[src/rtl/dimc_tile_seq_if.sv]
// Config/status bundle between the CSR layer and the DIMC tile sequencer.
// master: drives abort, job config, stall overrides and per-tile buffer
//         flags; receives feat_en, tile_en, rcsn_rb, cg_en, busy, done,
//         stall_cnt.  slave: the sequencer side of the same signals.
interface dimc_tile_seq_if #(
   parameter int NUM_TILES   = 4,
   parameter int FEAT_CNT_W  = 8,
   parameter int RCSN_W      = 4,
   parameter int STALL_CNT_W = 16
);
   logic                   SOFT_RESET;
   logic                   start;
   logic [NUM_TILES-1:0]   tile_mask;
   logic [FEAT_CNT_W-1:0]  valid_feat_count;
   logic                   psout_mode;
   logic                   DISABLE_STALL;
   logic                   DISABLE_PS_STALL;
   logic                   DISABLE_SOUT_STALL;
   logic                   DISABLE_PSOUT_STALL;
   logic                   CG_DISABLE;
   logic [NUM_TILES-1:0]   feat_buff_empty;
   logic [NUM_TILES-1:0]   psin_buff_empty;
   logic [NUM_TILES-1:0]   sout_buff_full;
   logic [NUM_TILES-1:0]   psout_buff_full;
   logic                   feat_en;
   logic [NUM_TILES-1:0]   tile_en;
   logic [RCSN_W-1:0]      rcsn_rb;
   logic [NUM_TILES-1:0]   cg_en;
   logic                   busy;
   logic                   done;
   logic [STALL_CNT_W-1:0] stall_cnt;

   modport master (
      output SOFT_RESET, start, tile_mask, valid_feat_count,
      output psout_mode, DISABLE_STALL, DISABLE_PS_STALL,
      output DISABLE_SOUT_STALL, DISABLE_PSOUT_STALL, CG_DISABLE,
      output feat_buff_empty, psin_buff_empty,
      output sout_buff_full, psout_buff_full,
      input  feat_en, tile_en, rcsn_rb, cg_en,
      input  busy, done, stall_cnt
   );

   modport slave (
      input  SOFT_RESET, start, tile_mask, valid_feat_count,
      input  psout_mode, DISABLE_STALL, DISABLE_PS_STALL,
      input  DISABLE_SOUT_STALL, DISABLE_PSOUT_STALL, CG_DISABLE,
      input  feat_buff_empty, psin_buff_empty,
      input  sout_buff_full, psout_buff_full,
      output feat_en, tile_en, rcsn_rb, cg_en,
      output busy, done, stall_cnt
   );
endinterface

[src/rtl/dimc_tile_seq.sv]
// Multi-tile DIMC feature-issue sequencer: one start walks the enabled
// tiles in ascending order, issuing valid_feat_count beats per tile.
// Ports: dimc_tilewrap_clk (clock), resetn (async active-low reset),
// io (dimc_tile_seq_if.slave: job config, stall flags, beat/status out).
module dimc_tile_seq #(
   parameter int NUM_TILES    = 4,
   parameter int FEAT_CNT_W   = 8,
   parameter int RCSN_W       = 4,
   parameter int DRAIN_CYCLES = 4,
   parameter int STALL_CNT_W  = 16
) (
   input logic            dimc_tilewrap_clk,
   input logic            resetn,
   dimc_tile_seq_if.slave io
);
   localparam int DW = $clog2(DRAIN_CYCLES + 1);

   typedef enum logic [2:0] {IDLE, LOAD, RUN, DRAIN, DONE} state_t;

   state_t                 state, state_n;
   logic [RCSN_W-1:0]      cur, cur_n;
   logic                   fin, fin_n;
   logic [FEAT_CNT_W-1:0]  bcnt, bcnt_n;
   logic [FEAT_CNT_W-1:0]  cnt_q, cnt_n;
   logic [NUM_TILES-1:0]   mask_q, mask_n;
   logic                   psm_q, psm_n;
   logic [DW-1:0]          dcnt, dcnt_n;
   logic                   feat_q, feat_n;
   logic                   busy_q, busy_n;
   logic                   done_q, done_n;
   logic [NUM_TILES-1:0]   ten_q, ten_n;
   logic [RCSN_W-1:0]      rcsn_q, rcsn_n;
   logic [STALL_CNT_W-1:0] scnt, scnt_n;
   logic [RCSN_W:0]        first, nxt;
   logic [NUM_TILES-1:0]   sel, blk;
   logic                   stall;

   // Lowest enabled tile at or above 'from'; MSB of result = found.
   function automatic logic [RCSN_W:0] find_tile(
      input logic [NUM_TILES-1:0] m,
      input int                   from
   );
      logic [RCSN_W:0] r;
      r = '0;
      for (int i = NUM_TILES - 1; i >= 0; i--)
         if (m[i] && i >= from) r = {1'b1, RCSN_W'(i)};
      return r;
   endfunction

   assign first = find_tile(mask_q, 0);
   assign nxt   = find_tile(mask_q, int'(cur) + 1);
   assign sel   = NUM_TILES'(1) << cur;

   // Per-tile stall vector; the current tile's bit is selected below.
   assign blk =
      (io.feat_buff_empty & {NUM_TILES{!io.DISABLE_STALL}})
    | (io.sout_buff_full & {NUM_TILES{!io.DISABLE_SOUT_STALL}})
    | ({NUM_TILES{psm_q}} &
       ((io.psin_buff_empty & {NUM_TILES{!io.DISABLE_PS_STALL}})
      | (io.psout_buff_full & {NUM_TILES{!io.DISABLE_PSOUT_STALL}})));
   assign stall = |(blk & sel);

   always_comb begin
      state_n = state;
      cur_n   = cur;
      fin_n   = fin;
      bcnt_n  = bcnt;
      cnt_n   = cnt_q;
      mask_n  = mask_q;
      psm_n   = psm_q;
      dcnt_n  = dcnt;
      scnt_n  = scnt;
      feat_n  = 1'b0;
      ten_n   = ten_q;
      rcsn_n  = rcsn_q;
      unique case (state)
         IDLE: if (io.start) begin
            state_n = LOAD;
            mask_n  = io.tile_mask;
            cnt_n   = io.valid_feat_count;
            psm_n   = io.psout_mode;
            scnt_n  = '0;
         end
         LOAD: begin
            fin_n  = 1'b0;
            bcnt_n = '0;
            dcnt_n = '0;
            if (first[RCSN_W] && cnt_q != '0) begin
               state_n = RUN;
               cur_n   = first[RCSN_W-1:0];
               ten_n   = NUM_TILES'(1) << first[RCSN_W-1:0];
               rcsn_n  = first[RCSN_W-1:0];
            end else begin
               state_n = DRAIN;
            end
         end
         RUN: begin
            // fin marks that the final beat is on the outputs now;
            // the next edge leaves RUN so that beat keeps its tile_en.
            if (fin) begin
               state_n = DRAIN;
               ten_n   = '0;
            end else if (stall) begin
               if (!(&scnt)) scnt_n = scnt + 1'b1;
            end else begin
               feat_n = 1'b1;
               ten_n  = sel;
               rcsn_n = cur;
               if (bcnt == cnt_q - 1'b1) begin
                  bcnt_n = '0;
                  if (nxt[RCSN_W]) cur_n = nxt[RCSN_W-1:0];
                  else fin_n = 1'b1;
               end else begin
                  bcnt_n = bcnt + 1'b1;
               end
            end
         end
         DRAIN: begin
            if (dcnt == DW'(DRAIN_CYCLES - 1)) state_n = DONE;
            else dcnt_n = dcnt + 1'b1;
         end
         DONE:    state_n = IDLE;
         default: state_n = IDLE;
      endcase
      if (io.SOFT_RESET) begin
         state_n = IDLE;
         cur_n   = '0;
         fin_n   = 1'b0;
         bcnt_n  = '0;
         dcnt_n  = '0;
         scnt_n  = '0;
         feat_n  = 1'b0;
      end
      if (state_n == IDLE) begin
         rcsn_n = '0;
         ten_n  = '0;
      end
      busy_n = (state_n != IDLE);
      done_n = (state_n == DONE);
   end

   always_ff @(posedge dimc_tilewrap_clk or negedge resetn) begin
      if (!resetn) begin
         state  <= IDLE;
         cur    <= '0;
         fin    <= 1'b0;
         bcnt   <= '0;
         cnt_q  <= '0;
         mask_q <= '0;
         psm_q  <= 1'b0;
         dcnt   <= '0;
         scnt   <= '0;
         feat_q <= 1'b0;
         ten_q  <= '0;
         rcsn_q <= '0;
         busy_q <= 1'b0;
         done_q <= 1'b0;
      end else begin
         state  <= state_n;
         cur    <= cur_n;
         fin    <= fin_n;
         bcnt   <= bcnt_n;
         cnt_q  <= cnt_n;
         mask_q <= mask_n;
         psm_q  <= psm_n;
         dcnt   <= dcnt_n;
         scnt   <= scnt_n;
         feat_q <= feat_n;
         ten_q  <= ten_n;
         rcsn_q <= rcsn_n;
         busy_q <= busy_n;
         done_q <= done_n;
      end
   end

   assign io.feat_en   = feat_q;
   assign io.tile_en   = ten_q;
   assign io.rcsn_rb   = rcsn_q;
   assign io.busy      = busy_q;
   assign io.done      = done_q;
   assign io.stall_cnt = scnt;
   assign io.cg_en     = ten_q | {NUM_TILES{io.CG_DISABLE}};
endmodule

[src/flat_wrapper.sv]
// flat-port wrapper written by rule: the top's interface ports become plain ports
module dimc_tile_seq_flat 
#(
   parameter int NUM_TILES    = 4,
   parameter int FEAT_CNT_W   = 8,
   parameter int RCSN_W       = 4,
   parameter int DRAIN_CYCLES = 4,
   parameter int STALL_CNT_W  = 16
)
  (dimc_tilewrap_clk, resetn, io_SOFT_RESET, io_start, io_tile_mask, io_valid_feat_count, io_psout_mode, io_DISABLE_STALL, io_DISABLE_PS_STALL, io_DISABLE_SOUT_STALL, io_DISABLE_PSOUT_STALL, io_CG_DISABLE, io_feat_buff_empty, io_psin_buff_empty, io_sout_buff_full, io_psout_buff_full, io_feat_en, io_tile_en, io_rcsn_rb, io_cg_en, io_busy, io_done, io_stall_cnt);
  dimc_tile_seq_if #(.NUM_TILES(NUM_TILES), .FEAT_CNT_W(FEAT_CNT_W), .RCSN_W(RCSN_W), .STALL_CNT_W(STALL_CNT_W)) io_i ();
  input logic dimc_tilewrap_clk;
  input logic resetn;
  input wire logic [$bits(io_i.SOFT_RESET)-1:0] io_SOFT_RESET;
  input wire logic [$bits(io_i.start)-1:0] io_start;
  input wire logic [$bits(io_i.tile_mask)-1:0] io_tile_mask;
  input wire logic [$bits(io_i.valid_feat_count)-1:0] io_valid_feat_count;
  input wire logic [$bits(io_i.psout_mode)-1:0] io_psout_mode;
  input wire logic [$bits(io_i.DISABLE_STALL)-1:0] io_DISABLE_STALL;
  input wire logic [$bits(io_i.DISABLE_PS_STALL)-1:0] io_DISABLE_PS_STALL;
  input wire logic [$bits(io_i.DISABLE_SOUT_STALL)-1:0] io_DISABLE_SOUT_STALL;
  input wire logic [$bits(io_i.DISABLE_PSOUT_STALL)-1:0] io_DISABLE_PSOUT_STALL;
  input wire logic [$bits(io_i.CG_DISABLE)-1:0] io_CG_DISABLE;
  input wire logic [$bits(io_i.feat_buff_empty)-1:0] io_feat_buff_empty;
  input wire logic [$bits(io_i.psin_buff_empty)-1:0] io_psin_buff_empty;
  input wire logic [$bits(io_i.sout_buff_full)-1:0] io_sout_buff_full;
  input wire logic [$bits(io_i.psout_buff_full)-1:0] io_psout_buff_full;
  output wire logic [$bits(io_i.feat_en)-1:0] io_feat_en;
  output wire logic [$bits(io_i.tile_en)-1:0] io_tile_en;
  output wire logic [$bits(io_i.rcsn_rb)-1:0] io_rcsn_rb;
  output wire logic [$bits(io_i.cg_en)-1:0] io_cg_en;
  output wire logic [$bits(io_i.busy)-1:0] io_busy;
  output wire logic [$bits(io_i.done)-1:0] io_done;
  output wire logic [$bits(io_i.stall_cnt)-1:0] io_stall_cnt;
  assign io_i.SOFT_RESET = io_SOFT_RESET;
  assign io_i.start = io_start;
  assign io_i.tile_mask = io_tile_mask;
  assign io_i.valid_feat_count = io_valid_feat_count;
  assign io_i.psout_mode = io_psout_mode;
  assign io_i.DISABLE_STALL = io_DISABLE_STALL;
  assign io_i.DISABLE_PS_STALL = io_DISABLE_PS_STALL;
  assign io_i.DISABLE_SOUT_STALL = io_DISABLE_SOUT_STALL;
  assign io_i.DISABLE_PSOUT_STALL = io_DISABLE_PSOUT_STALL;
  assign io_i.CG_DISABLE = io_CG_DISABLE;
  assign io_i.feat_buff_empty = io_feat_buff_empty;
  assign io_i.psin_buff_empty = io_psin_buff_empty;
  assign io_i.sout_buff_full = io_sout_buff_full;
  assign io_i.psout_buff_full = io_psout_buff_full;
  assign io_feat_en = io_i.feat_en;
  assign io_tile_en = io_i.tile_en;
  assign io_rcsn_rb = io_i.rcsn_rb;
  assign io_cg_en = io_i.cg_en;
  assign io_busy = io_i.busy;
  assign io_done = io_i.done;
  assign io_stall_cnt = io_i.stall_cnt;
  dimc_tile_seq #(.NUM_TILES(NUM_TILES), .FEAT_CNT_W(FEAT_CNT_W), .RCSN_W(RCSN_W), .DRAIN_CYCLES(DRAIN_CYCLES), .STALL_CNT_W(STALL_CNT_W)) u_core (.dimc_tilewrap_clk(dimc_tilewrap_clk), .resetn(resetn), .io(io_i));
endmodule
[config.mk]
export PLATFORM = sky130hd
export DESIGN_NAME = dimc_tile_seq_flat
export DESIGN_NICKNAME = d
export VERILOG_FILES = /design/src/rtl/dimc_tile_seq_if.sv /design/src/rtl/dimc_tile_seq.sv /design/src/flat_wrapper.sv
export SDC_FILE = /design/constraint.sdc
export NUM_CORES = 1
export LEC_CHECK = 0
export CORE_ASPECT_RATIO = 1.5
export CORE_UTILIZATION = 40
export CTS_CLUSTER_DIAMETER = 200
export CTS_CLUSTER_SIZE = 16
export DETAILED_ROUTE_END_ITERATION = 12
export GPL_TIMING_DRIVEN = 1
export PLACE_DENSITY = 0.67
export SLEW_MARGIN = 10
export SYNTH_ARGS = -nofsm -noshare
export SYNTH_HDL_FRONTEND = slang
export SYNTH_SLANG_ARGS = --single-unit
[constraint.sdc]
create_clock -name dimc_tilewrap_clk -period 2.4 [get_ports dimc_tilewrap_clk]
set_input_delay 0.72 -clock dimc_tilewrap_clk [delete_from_list [all_inputs] [get_ports dimc_tilewrap_clk]]
set_output_delay 0.72 -clock dimc_tilewrap_clk [all_outputs]
set_load 0.02 [all_outputs]
After elaboration in Yosys (flattened, before gate mapping)
Index checks and enable logic that the tools add are counted.

storage, ports and cells
  register bits after elaboration = 59
  input port bits = 38
  logic and storage cells = 134

cells by class
  $add $sub $neg = 5
  magnitude comparators = 4
  eq/ne operators = 19
  shift-type cells = 2
  multiplexer cells = 54
  bitwise operators = 10
  reduce and logical (&&, ||, !) cells = 26

operators by type and width
  cell                     number
  $mux W16                 5
  $ge A3 B32 Y1 const A    2
  $mux W4                  13
  $mux W5                  8
  $ge A1 B32 Y1 const A    1
  $ge A2 B32 Y1 const A    1
  $mux W8                  4
  $pmux W16 S2             1
  $and A4 B4 Y4            6
  $pmux W4 S2              3
  $ne A3 B3 Y1 const B     7
  $mux W3                  6
  $add A16 B1 Y16 const B  1
  $or A4 B4 Y4             4
  $pmux W8 S2              1
  $reduce_and A16 Y1       1
  $reduce_bool A3 Y1       5
  $ne A3 B2 Y1 const B     4
  $pmux W3 S4              1
  $mux W1                  10
  $eq A3 B2 Y1 const B     3
  $add A8 B1 Y8 const B    1
  $eq A8 B8 Y1             1
  $reduce_bool A8 Y1       1
  19 further kinds         30

Depth between registers and ports, before layout
  depth after elaboration = 13
  depth in mapped cells = 10

Worst setup path before layout
No wires, ideal clock.

  path type = in2reg
  start = input io_DISABLE_STALL
  end = register u_core.cur[0]
  library setup time = 0.125 ns
  data arrival time = 2.559 ns
  data required time = 2.275 ns
  setup slack = -0.284 ns
  stages on the path = 7
  path through = inv_2 -> a22o_1 -> a2111oi_4 -> a2111oi_2 -> o31a_4 -> or3b_4 -> mux2_4

between the ends
  longest elaborated chain between the ends = 8

ends and longest elaborated chain
  element                      RTL line              source
  start: declaration           flat_wrapper.sv:19    input wire logic [$bits(io_i.DISABLE_STALL)-1:0] io_DISABLE_STALL;
  $logic_not A1 Y1             dimc_tile_seq.sv:56   (io.feat_buff_empty & {NUM_TILES{!io.DISABLE_STALL}})
  $and A4 B4 Y4                dimc_tile_seq.sv:56
  $or A4 B4 Y4                 dimc_tile_seq.sv:57   | (io.sout_buff_full & {NUM_TILES{!io.DISABLE_SOUT_STALL}})
  $or A4 B4 Y4                 dimc_tile_seq.sv:58   | ({NUM_TILES{psm_q}} &
  $and A4 B4 Y4                dimc_tile_seq.sv:61   assign stall = |(blk & sel);
  $reduce_or A4 Y1             dimc_tile_seq.sv:61
  $ne A3 B3 Y1 (no line)       n/a
  $reduce_and A6 Y1 (no line)  n/a
  end signal: assignment       dimc_tile_seq.sv:160  cur <= cur_n;
  end: declaration             dimc_tile_seq.sv:21   logic [RCSN_W-1:0] cur, cur_n;

Every way passes these cells.
A chain may end at the register's enable or synchronous reset.

Worst setup path in the final report
  start = input io_psin_buff_empty[1]
  end = register u_core.cur[0]

between the ends
  longest elaborated chain between the ends = 8

ends and longest elaborated chain
  element                      RTL line             source
  start: declaration           flat_wrapper.sv:25   input wire logic [$bits(io_i.psin_buff_empty)-1:0] io_psin_buff_empty;
  $and A4 B4 Y4                dimc_tile_seq.sv:59  ((io.psin_buff_empty & {NUM_TILES{!io.DISABLE_PS_STALL}})
  $or A4 B4 Y4                 dimc_tile_seq.sv:60  | (io.psout_buff_full & {NUM_TILES{!io.DISABLE_PSOUT_STALL}})));
  $and A4 B4 Y4                dimc_tile_seq.sv:58
  $or A4 B4 Y4                 dimc_tile_seq.sv:58
  $and A4 B4 Y4                dimc_tile_seq.sv:61
  $reduce_or A4 Y1             dimc_tile_seq.sv:61
  $ne A3 B3 Y1 (no line)       n/a
  $reduce_and A6 Y1 (no line)  n/a

Every way passes these cells.

==> results_dict.tcl <==
set metrics [dict create \
    status "finished, violations left" \
    violations "setup timing" \
    drt.antenna.violating_nets 0 \
    rr_worst_depth 9 \
    required_ps 2580 \
    crit_fanout 3 \
    hold_buffers 0 \
    cp_cell_sequence "dlygate4sd2_1, nor2b_4, a2111oi_4, a2111oi_4, o31a_4, or3b_4, mux2_4" \
    coreArea_sq_um 8410 \
    r2r-start "u_core.cnt_q[0]" \
    holdWs_ps 428 \
    drive_gt1_share_pct 28.5 \
    multi_input_area_sq_um 2160 \
    seqCellArea_sq_um 1380 \
    h-tree-depth 2 \
    timing.final.max_slew_violations 0 \
    wirelength_um 9130 \
    num_antenna_cells 0 \
    n_fill_cell 746 \
    fin_setup_tns_ps -12.4 \
    synth.most_common_cell "dfrtp_1" \
    layout.nets 535 \
    dp_hpwl_um 6600 \
    grt_pass1_wl_um 15000 \
    synth-edff-count 0 \
    syn_avg_cell_area_sq_um 8.97 \
    area_delta_synth_final_pct 43.8 \
    r2r_setup_slack_ps 0 \
    worst_slack_ps -6.40 \
    synth.yosys.seq_area_share_pct 39.9 \
    holdCritPathClass "primary input to asynchronous set/reset pin" \
    yosysTopAreaCellShare_pct 39.9 \
    worstPathArrival_ps 2580 \
    yosys_warnings 0 \
    period_share_pct 100 \
    critical-path-max-stage-delay_ps 390 \
    route.detailed.wl_per_inst_um 15.2 \
    portBuffers 66 \
    fp.dieW_um 77.9 \
    p_leak_nw 2.11 \
    syn_inst 385 \
    setup_viol 2 \
    synth_top_cell_by_area "dfrtp_1" \
    synth_ff_type "dfrtp_1" \
    grt_max_degree 56 \
    cts_tree "done" \
    root_buffer "clkbuf_16" \
    final-hold-violation-count 0 \
    powerDensity_nw_per_um2 565 \
    grt_pass1_vias 3332 \
    clock_path_buffers 2 \
    max_freq_ghz 0.416 \
    path_clk_slew_ps 70 \
    grt_overflow 0 \
    yosys.cell_types.count 62 \
    cp_num_buf_inv 1 \
    gp_congestion 0.820 \
    antenna_found_initial 0 \
    dieHeight_um 116 \
    clock_sinks 55 \
    drc 0 \
    dieArea_sq_um 9010 \
    clock_latency_ps 290 \
    synthTopCellsByArea "dfrtp_1 40%, nand2_1 4.8%, o21ai_0 4.6%" \
    worst_path_dominant_cell_family "compound AO/OA/AOI/OAI gates" \
    period_minus_slack_ps 2410 \
    fin_worst_skew_ps 3.31 \
    synth_common_cells "55 x dfrtp_1, 44 x nand2_1, 32 x o21ai_0" \
    ys_async_sr_fraction_pct 100 \
    path_class "primary input to flop" \
    firstDrtPassIters 4 \
    synth_seq_cells 55 \
    crit_top_cell "a2111oi_4" \
    startpoint_type "primary input" \
    rows 41 \
    syn_area_sq_um 3450 \
    initial_core_util_pct 41.0 \
    ir_worst_vdd_mv 0.344 \
    drt_iter0_markers 168 \
    ios 69 \
    vias_per_cell 5.61 \
    cp-end-kind "flop" \
    grt_util_all_layers_pct 20.9 \
    r2r-end "u_core.cur[0]" \
    vias 3362 \
    rsz0062_at_grt "true" \
    cts_buffers 5 \
    cpMaxStageDelayCell "or3b_4" \
    drv_cap 0 \
]
-- cell families (layout without fill, tap and decap cells) --
family	after synthesis	after routing	synth area share, %
AND/OR/NAND/NOR	157	157	23.8
adder cells (fa/ha/maj)	6	6	2.17
multiplexers	11	11	3.77
other	1	2	0.109
flip-flops	55	55	39.9
AO/OA/AOI/OAI	107	107	22.7
buffers and inverters	37	143	4.82
XOR/XNOR	11	11	2.79
-- registers in the layout, summed over array words and instances, names as in the netlist, 2 cells and up --
name,count
u_core.bcnt,8
u_core.mask_q,4
u_core.io.stall_cnt,16
u_core.cur,2
u_core.cnt_q,8
u_core.io.rcsn_rb,2
u_core.state,3
u_core.io.tile_en,4
u_core.dcnt,3
-- worst register-to-register path: stages, from the launching register on --
cell      delay, ps
dfrtp_1         380
inv_2            70
ha_4            180
o21ba_4         200
a221oi_4        260
a41oi_2          80
nor4_4          250
nand2b_4        170
or3b_4          390
mux2_4          300
-- report_power, final --
group | internal, mW | leakage [nW] | switching, mW | total (mW)
Clock | 0.445 | 0.0772 | 0.323 | 0.768
Combinational | 0.480 | 1.30 | 0.475 | 0.955
Sequential | 0.992 | 0.736 | 0.0883 | 1.08
-- layout make-up --
| cell class | count | share of cell area, % |
|---|---|---|
| Inverter | 17 | 1.64 |
| Tap cell | 107 | 2.70 |
| Clock buffer | 8 | 3.15 |
| Timing Repair Buffer | 118 | 21.4 |
| Sequential cell | 55 | 27.7 |
| Multi-Input combinational cell | 294 | 43.4 |
-- placed cells by master (no fill, tap or decap), types with 4 or more instances in the layout --
cell,instances
o21ai_0,29
clkdlybuf4s50_1,39
o31ai_1,9
clkbuf_16,5
dfrtp_1,55
nand3_1,19
buf_4,47
nand4b_1,4
inv_1,10
o21ai_1,4
dlymetal6s2s_1,7
o211ai_1,8
o31ai_2,5
or2_2,8
xnor2_1,7
mux2_2,8
inv_2,4
nor3_1,15
and3_1,6
ha_1,5
xor2_1,4
buf_2,9
dlygate4sd2_1,7
nand2b_1,6
a22oi_1,4
nand2_1,44
a21oi_1,8
nor2_1,24
-- worst max path at each step --
stage	from	endpoint	slack, ps	cells past startpoint
floorplan	io_DISABLE_STALL	u_core.cur[0]	-70	7
CTS	io_DISABLE_STALL	u_core.cur[0]	-90	8
finish	io_psin_buff_empty[1]	u_core.cur[0]	-6	7
detailed placement	io_DISABLE_STALL	u_core.io.stall_cnt[6]	-890	9
global placement	io_DISABLE_STALL	u_core.io.stall_cnt[6]	-850	9
global route	u_core.cnt_q[0]	u_core.cur[0]	-110	9
-- per-stage QoR --
stage	utilization, %	power (mW)	cell area [sq um]	worst slack [ps]	cells
finish	59.0	2.80	4960	-6.40	599
global route	59.0	2.94	4960	-107	599
CTS	57.0	2.74	4800	-90.3	595
detailed placement	54.4	1.95	4570	-886	580
global placement	54.4	1.93	4570	-851	580
floorplan	-	1.59	3530	-71.1	386
-- metal layers --
layer | track usage, % | vias up | part of all wire (%)
met5 | 0 | - | 0
met4 | 6.67 | 0 | 2.0
met3 | 2.60 | 19 | 3.2
met2 | 40.5 | 81 | 56
met1 | 23.4 | 1641 | 39
li1 | - | 1621 | -
-- what timing repair did --
item	4_1_cts	5_1_grt
pin swaps	17	15
setup buffers	7	4
hold endpoints to repair	0	0
resized for setup	70	34
setup endpoints to repair	38	26
Power figures use the tool's default switching activity.
